### src/rtl/multimaster_arbiter_pkg.sv
// Shared types and constants for the multi-master bus arbiter.
package multimaster_arbiter_pkg;

   typedef enum logic {
      IDLE  = 1'b0,
      OWNED = 1'b1
   } arb_state_e;

   localparam int unsigned MODE_FIXED = 0;
   localparam int unsigned MODE_RR    = 1;

endpackage

### src/rtl/arb_priority_pick.sv
// Combinational priority search over a request vector starting at a given index, with wrap.
module arb_priority_pick
   import multimaster_arbiter_pkg::*;
#(
   parameter  int unsigned N  = 3,
   localparam int unsigned IW = (N > 1) ? $clog2(N) : 1
) (
   input  logic [N-1:0]  req,
   input  logic [IW-1:0] start,
   output logic [N-1:0]  onehot,
   output logic [IW-1:0] idx,
   output logic          valid
);

   logic [IW-1:0] cand;

   // First set request at or after start, wrapping at N.
   always_comb begin
      onehot = '0;
      idx    = '0;
      valid  = 1'b0;
      cand   = '0;
      for (int unsigned i = 0; i < N; i++) begin
         cand = IW'((32'(start) + i) % N);
         if (!valid && req[cand]) begin
            valid        = 1'b1;
            idx          = cand;
            onehot[cand] = 1'b1;
         end
      end
   end

endmodule

### src/rtl/multimaster_arbiter.sv
// Multi-master arbiter for a single shared bus: fixed-priority or round-robin
// grant, optional lock across acks, and a saturating ack-wait timeout.
module multimaster_arbiter
   import multimaster_arbiter_pkg::*;
#(
   parameter int unsigned NMASTERS = 3,
   parameter int unsigned AW       = 16,
   parameter int unsigned DW       = 8,
   parameter int unsigned MODE     = 0,
   parameter int unsigned TIMEOUT  = 255
) (
   input  logic                   i_clk,
   input  logic                   i_reset_n,
   input  logic [NMASTERS-1:0]    i_m_cs,
   input  logic [NMASTERS-1:0]    i_m_we,
   input  logic [NMASTERS-1:0]    i_m_lock,
   input  logic [NMASTERS*AW-1:0] i_m_addr,
   input  logic [NMASTERS*DW-1:0] i_m_dat,
   output logic [NMASTERS-1:0]    o_m_ack,
   output logic [NMASTERS-1:0]    o_m_err,
   output logic [NMASTERS-1:0]    o_grant,
   output logic [AW-1:0]          o_addr,
   output logic [DW-1:0]          o_dat,
   output logic                   o_we,
   output logic                   o_cs,
   input  logic                   i_ack,
   output logic                   o_timeout
);

   localparam int unsigned IW = $clog2(NMASTERS);
   localparam int unsigned CW = (TIMEOUT > 0) ? $clog2(TIMEOUT + 1) : 1;
   localparam logic [CW-1:0] CNT_MAX = '1;
   localparam logic [CW:0]   TO_LIM  = (CW+1)'(TIMEOUT);

   arb_state_e          state_q, state_d;
   logic [IW-1:0]       owner_q, owner_d;
   logic [IW-1:0]       ptr_q, ptr_d;
   logic [NMASTERS-1:0] grant_q, grant_d;
   logic [CW-1:0]       cnt_q, cnt_d;

   logic [NMASTERS-1:0] pick_onehot;
   logic [IW-1:0]       pick_idx;
   logic [IW-1:0]       pick_start;
   logic                pick_valid;

   logic                active;
   logic                owner_cs;
   logic                ack_hit;
   logic                timeout_hit;
   logic                timeout_fire;

   logic [AW-1:0]       m_addr [NMASTERS];
   logic [DW-1:0]       m_dat  [NMASTERS];

   for (genvar g = 0; g < NMASTERS; g++) begin : g_unpack
      assign m_addr[g] = i_m_addr[g*AW +: AW];
      assign m_dat[g]  = i_m_dat[g*DW +: DW];
   end

   assign pick_start = (MODE == MODE_RR) ? ptr_q : '0;

   arb_priority_pick #(.N(NMASTERS)) u_pick (
      .req    (i_m_cs),
      .start  (pick_start),
      .onehot (pick_onehot),
      .idx    (pick_idx),
      .valid  (pick_valid)
   );

   // Reset gates the live bus so nothing is acked or errored during a reset cycle.
   assign active   = (state_q == OWNED) && i_reset_n;
   assign owner_cs = i_m_cs[owner_q];
   assign ack_hit  = active && owner_cs && i_ack;

   // The current cycle counts toward the limit; an ack on the same cycle wins.
   always_comb begin
      timeout_hit = 1'b0;
      if (TIMEOUT != 0) begin
         timeout_hit = ((CW+1)'(cnt_q) + (CW+1)'(1)) >= TO_LIM;
      end
   end

   assign timeout_fire = active && owner_cs && !i_ack && timeout_hit;

   assign o_grant   = grant_q;
   assign o_cs      = active && owner_cs;
   assign o_we      = active && i_m_we[owner_q];
   assign o_addr    = active ? m_addr[owner_q] : '0;
   assign o_dat     = active ? m_dat[owner_q]  : '0;
   assign o_m_ack   = ack_hit      ? grant_q : '0;
   assign o_m_err   = timeout_fire ? grant_q : '0;
   assign o_timeout = timeout_fire;

   always_comb begin
      state_d = state_q;
      owner_d = owner_q;
      grant_d = grant_q;
      ptr_d   = ptr_q;
      cnt_d   = cnt_q;
      case (state_q)
         IDLE: begin
            cnt_d = '0;
            if (pick_valid) begin
               state_d = OWNED;
               owner_d = pick_idx;
               grant_d = pick_onehot;
               ptr_d   = (32'(pick_idx) == NMASTERS - 1) ? '0 : pick_idx + IW'(1);
            end
         end
         OWNED: begin
            if (!owner_cs || (i_ack && !i_m_lock[owner_q]) || (!i_ack && timeout_hit)) begin
               state_d = IDLE;
               grant_d = '0;
               cnt_d   = '0;
            end else if (i_ack) begin
               cnt_d = '0;
            end else if (cnt_q != CNT_MAX) begin
               cnt_d = cnt_q + CW'(1);
            end
         end
         default: begin
            state_d = IDLE;
            grant_d = '0;
         end
      endcase
   end

   always_ff @(posedge i_clk) begin
      if (!i_reset_n) begin
         state_q <= IDLE;
         owner_q <= '0;
         grant_q <= '0;
         ptr_q   <= '0;
         cnt_q   <= '0;
      end else begin
         state_q <= state_d;
         owner_q <= owner_d;
         grant_q <= grant_d;
         ptr_q   <= ptr_d;
         cnt_q   <= cnt_d;
      end
   end

endmodule

### config.mk
export PLATFORM = sky130hd
export DESIGN_NAME = multimaster_arbiter
export DESIGN_NICKNAME = d
export VERILOG_FILES = /design/src/rtl/multimaster_arbiter_pkg.sv /design/src/rtl/arb_priority_pick.sv /design/src/rtl/multimaster_arbiter.sv
export SDC_FILE = /design/constraint.sdc
export NUM_CORES = 1
export LEC_CHECK = 0
export CAP_MARGIN = 25
export CORE_MARGIN = 4
export CORE_UTILIZATION = 33
export DETAILED_ROUTE_END_ITERATION = 6
export PLACE_DENSITY = 0.91
export SLEW_MARGIN = 40
export SYNTH_ARGS = -nofsm -noshare
export SYNTH_HDL_FRONTEND = slang
export SYNTH_SLANG_ARGS = --single-unit
export TNS_END_PERCENT = 50
### constraint.sdc
create_clock -name i_clk -period 2.3 [get_ports i_clk]
set_input_delay 0.23 -clock i_clk [delete_from_list [all_inputs] [get_ports i_clk]]
set_output_delay 0.23 -clock i_clk [all_outputs]
set_load 0.02 [all_outputs]
==> metrics <==
result of the run finished clean; Avg Cell Area, Syn about 6.7 µm²; crit path capture type output port; weighted congestion at the end of routability-driven global placement about 0.87; effective utilization at floorplan a little over a third; Hold Path Class flop to flop; worst slew slack as a fraction of its limit 70.9%; final instance area just under 0.003 mm²; total global-route track usage 22.4%; fraction of layout cells with a size suffix above 1 about 16%; largest voltage drop on the vdd net approximately 0.26 mV; Pins Over Slew Limit 0; antenna-violating nets left 0; count of yosys warnings during synthesis 0; Post-Place Worst Slack -0.211 ns; area of the mapped netlist 0.00146 mm²; TritonCTS clock tree built; DR vias/cell 5.35; multiplexer share of the synthesized area 18.7%; proportion of register bits with asynchronous set or reset after synthesis 0%; period utilization 97.5%; area post-placement 0.00286 mm²; Post-route DRC 0; power per cell area 302 mW/mm²; total number of H-tree levels 1; post-synthesis sequential area ratio 19.2%; endpoints failing setup 0; unique cell type count in the Yosys netlist 43; Max stage delay on crit path 0.40 ns; actual slew at the worst max-slew pin 0.436 ns; Hold Buf Count CTS 0; Post-synth top flop sky130_fd_sc_hd__dfxtp_1; hold path start owner_q[0]; data required time at the worst endpoint around 2.1 ns; area delta synth->final 104%; Setup crit start owner_q[0]; area fraction in and, or, nand and nor cells after synthesis approximately 29%; number of buffer and inverter stages on the critical path 2; Synth Net Count just over 300; maximum root-to-sink buffer count 2; number of global-route vias before repair 2093; clock insertion delay at the later pin of the skew report 0.25 ns; core outline area 0.00414 mm²; CP delay by family, top flip-flops; number of fill cells in the layout 339; clock transition at the registers of the reported paths 0.06 ns; maximum fanout count along the critical path 6; Routed WL per cell 16.6 µm; final antenna diode count 0; total vias in the final route 2178; reg-to-reg critical path startpoint cnt_q[0]; overall die area 0.00554 mm²; clock net sink count 14; element type at the critical path start flop; part of the total power dissipated in sequential elements around 29%; cell at the root of the clock tree sky130_fd_sc_hd__clkbuf_8; standard cell with the maximum stage delay on the critical path sky130_fd_sc_hd__dfxtp_4; number of cell rows 23; proportion of power drawn by the clock network a little under a quarter; DIE WIDTH 74.5 µm; global-route wire length before repair about 9600 µm; dominant combinational cell family by area after synthesis simple AND/OR/NAND/NOR gates; Fmax achieved roughly 450 MHz; number of hold violations in the final report 0; static power due to leakage 1.18 nW; gate count of the mapped netlist 218; startpoint-to-endpoint class of the critical path flop to output port; fin crit period 2.24 ns; switching part of the total 31.6%; count of non-filler cells in the finished layout 407; share of the synthesized area in compound gates (AO/OA/AOI/OAI) 23.3%; number of synthesized register bits 14; number of detailed-route iterations in the first pass 4; height of the die roughly 74 µm; fraction of the mapped netlist area in adder cells 1.72%; drt first-iter violations 132; total overflow reported by the global router 0; hold_ws 0.556 ns; max-cap check violation count 0; buffers added on ports roughly 120; Total Routed Length 6740 µm; internal power 0.000616 W; number of enable flip-flop cells after synthesis 0; switching pwr 0.000285 W; Post-DP HPWL 5200 µm; Inserted Clock Buffers 3; antenna violations before repair 0; endpoint arrival time on the critical path 2.01 ns; Setup Skew roughly 0.0009 ns; number of placed instances, taps included 401; relative contribution of combinational cells to total power 47.9%; number of top-level pins 120; worst setup slack after layout 0.0585 ns; post-synthesis share of cell area spent on xor and xnor gates 1.80%; final-stage net count ~450; series of cell instances along the critical path mux2_2, a22oi_1, or2_4, inv_1, and3_1, dlygate4sd2_1; pin count of the biggest net entering global routing 27
[logic make-up after synthesis]
kind of cell    count (synthesis)
compound gates                 56
simple gates                   96
xor+xnor                        3
fa+ha+maj                       2
buf+inv                        20
flops                          14
mux                            27
[placed cells by master, fill, tap and decap left out, types with 3 or more instances in the layout]
cell                              Yosys  final
sky130_fd_sc_hd__clkdlybuf4s50_1      0    110
sky130_fd_sc_hd__nor2_1              65     64
sky130_fd_sc_hd__a21oi_1             34     33
sky130_fd_sc_hd__buf_4                2     31
sky130_fd_sc_hd__mux2i_1             25     25
sky130_fd_sc_hd__dfxtp_1             14     11
sky130_fd_sc_hd__nand2_1              7      7
sky130_fd_sc_hd__inv_1                7      6
sky130_fd_sc_hd__o21ai_0              4      4
sky130_fd_sc_hd__nand3_1              4      4
sky130_fd_sc_hd__nor3_1               4      4
sky130_fd_sc_hd__dlygate4sd2_1        0      4
sky130_fd_sc_hd__xor2_1               3      3
sky130_fd_sc_hd__nor3b_2              0      3
sky130_fd_sc_hd__and3_1               3      3
sky130_fd_sc_hd__clkbuf_8             0      3
sky130_fd_sc_hd__dfxtp_4              0      3
[cell type report]
| type | instances | area, µm² | share of cell area [%] |
|---|---|---|---|
| clock buffers | 3 | 41.3 | 1.39 |
| inverters | 7 | 26.3 | 0.882 |
| multi-input cells | 184 | 1140 | 38.2 |
| flip-flops and latches | 14 | 292 | 9.79 |
| well taps | 50 | 62.6 | 2.10 |
| repair buffers | 149 | 1420 | 47.6 |
[Yosys cell counts (3+ instances only)]
cell / number / area, µm²
sky130_fd_sc_hd__inv_1: 7 / 26.3
sky130_fd_sc_hd__and3_1: 3 / 18.8
sky130_fd_sc_hd__o21ai_0: 4 / 20.0
sky130_fd_sc_hd__mux2i_1: 25 / 250
sky130_fd_sc_hd__clkbuf_1: 6 / 22.5
sky130_fd_sc_hd__buf_2: 3 / 15.0
sky130_fd_sc_hd__nor3b_1: 3 / 22.5
sky130_fd_sc_hd__nor2_1: 65 / 244
sky130_fd_sc_hd__nand2_1: 7 / 26.3
sky130_fd_sc_hd__nor3_1: 4 / 20.0
sky130_fd_sc_hd__xor2_1: 3 / 26.3
sky130_fd_sc_hd__dfxtp_1: 14 / 280
sky130_fd_sc_hd__a21oi_1: 34 / 170
sky130_fd_sc_hd__nand3_1: 4 / 20.0
[final timing paths]
| check | end | slack (ns) | depth (start not counted) |
|---|---|---|---|
| min reg2reg | owner_q[0] | 0.56 | 2 |
| max | o_m_ack[2] | 0.06 | 6 |
| min | owner_q[0] | 0.56 | 2 |
| max reg2reg | cnt_q[3] | 0.24 | 9 |
[routing by layer]
metal / vias to the layer above / track usage (%) / share of wire (%)
li1: 1040 / - / -
met1: 972 / 23.6 / 35
met2: 137 / 42.1 / 51
met3: 29 / 5.41 / 11
met4: 0 / 8.89 / 3.5
met5: - / 0 / 0
[stage by stage]
step	TNS, ns	power, W	util, %
after floorplan	0	0.000447	-
after global routing	-0.177	0.000951	71.9
after global placement	-0.291	0.000679	69.0
after detailed placement	-0.995	0.000690	69.0
after CTS	-0.0708	0.000892	69.9
final	0	0.000900	71.9
[worst reg2reg max path, delay by kind of cell (launching register included)]
kind            cells  cell delay (ns)
flops               1             0.38
fa+ha+maj           1             0.24
compound gates      3             0.77
buf+inv             3             0.34
simple gates        2             0.22
[power by group through the flow]
| stage | logic [W] | clock network, W | registers (W) |
|---|---|---|---|
| final | 0.000431 | 0.000209 | 0.000261 |
| after global routing | 0.000465 | 0.000224 | 0.000262 |
| after CTS | 0.000424 | 0.000205 | 0.000263 |
| after detailed placement | 0.000422 | 0 | 0.000267 |
| after global placement | 0.000412 | 0 | 0.000267 |
| after floorplan | 0.000184 | 0 | 0.000262 |
[flip-flops by register name, summed over array words and instances, names as in the netlist]
| name | flops |
|---|---|
| state_q | 1 |
| o_grant | 3 |
| cnt_q | 8 |
| owner_q | 2 |
[repair_timing]
| item | 4_1_cts | 5_1_grt |
|---|---|---|
| gates resized for setup | 25 | 21 |
| setup buffers | 1 | 2 |
| endpoints found under the setup margin | 32 | 32 |
| pin swaps | 1 | 8 |
Note: power is estimated with default switching activity, not from simulation.
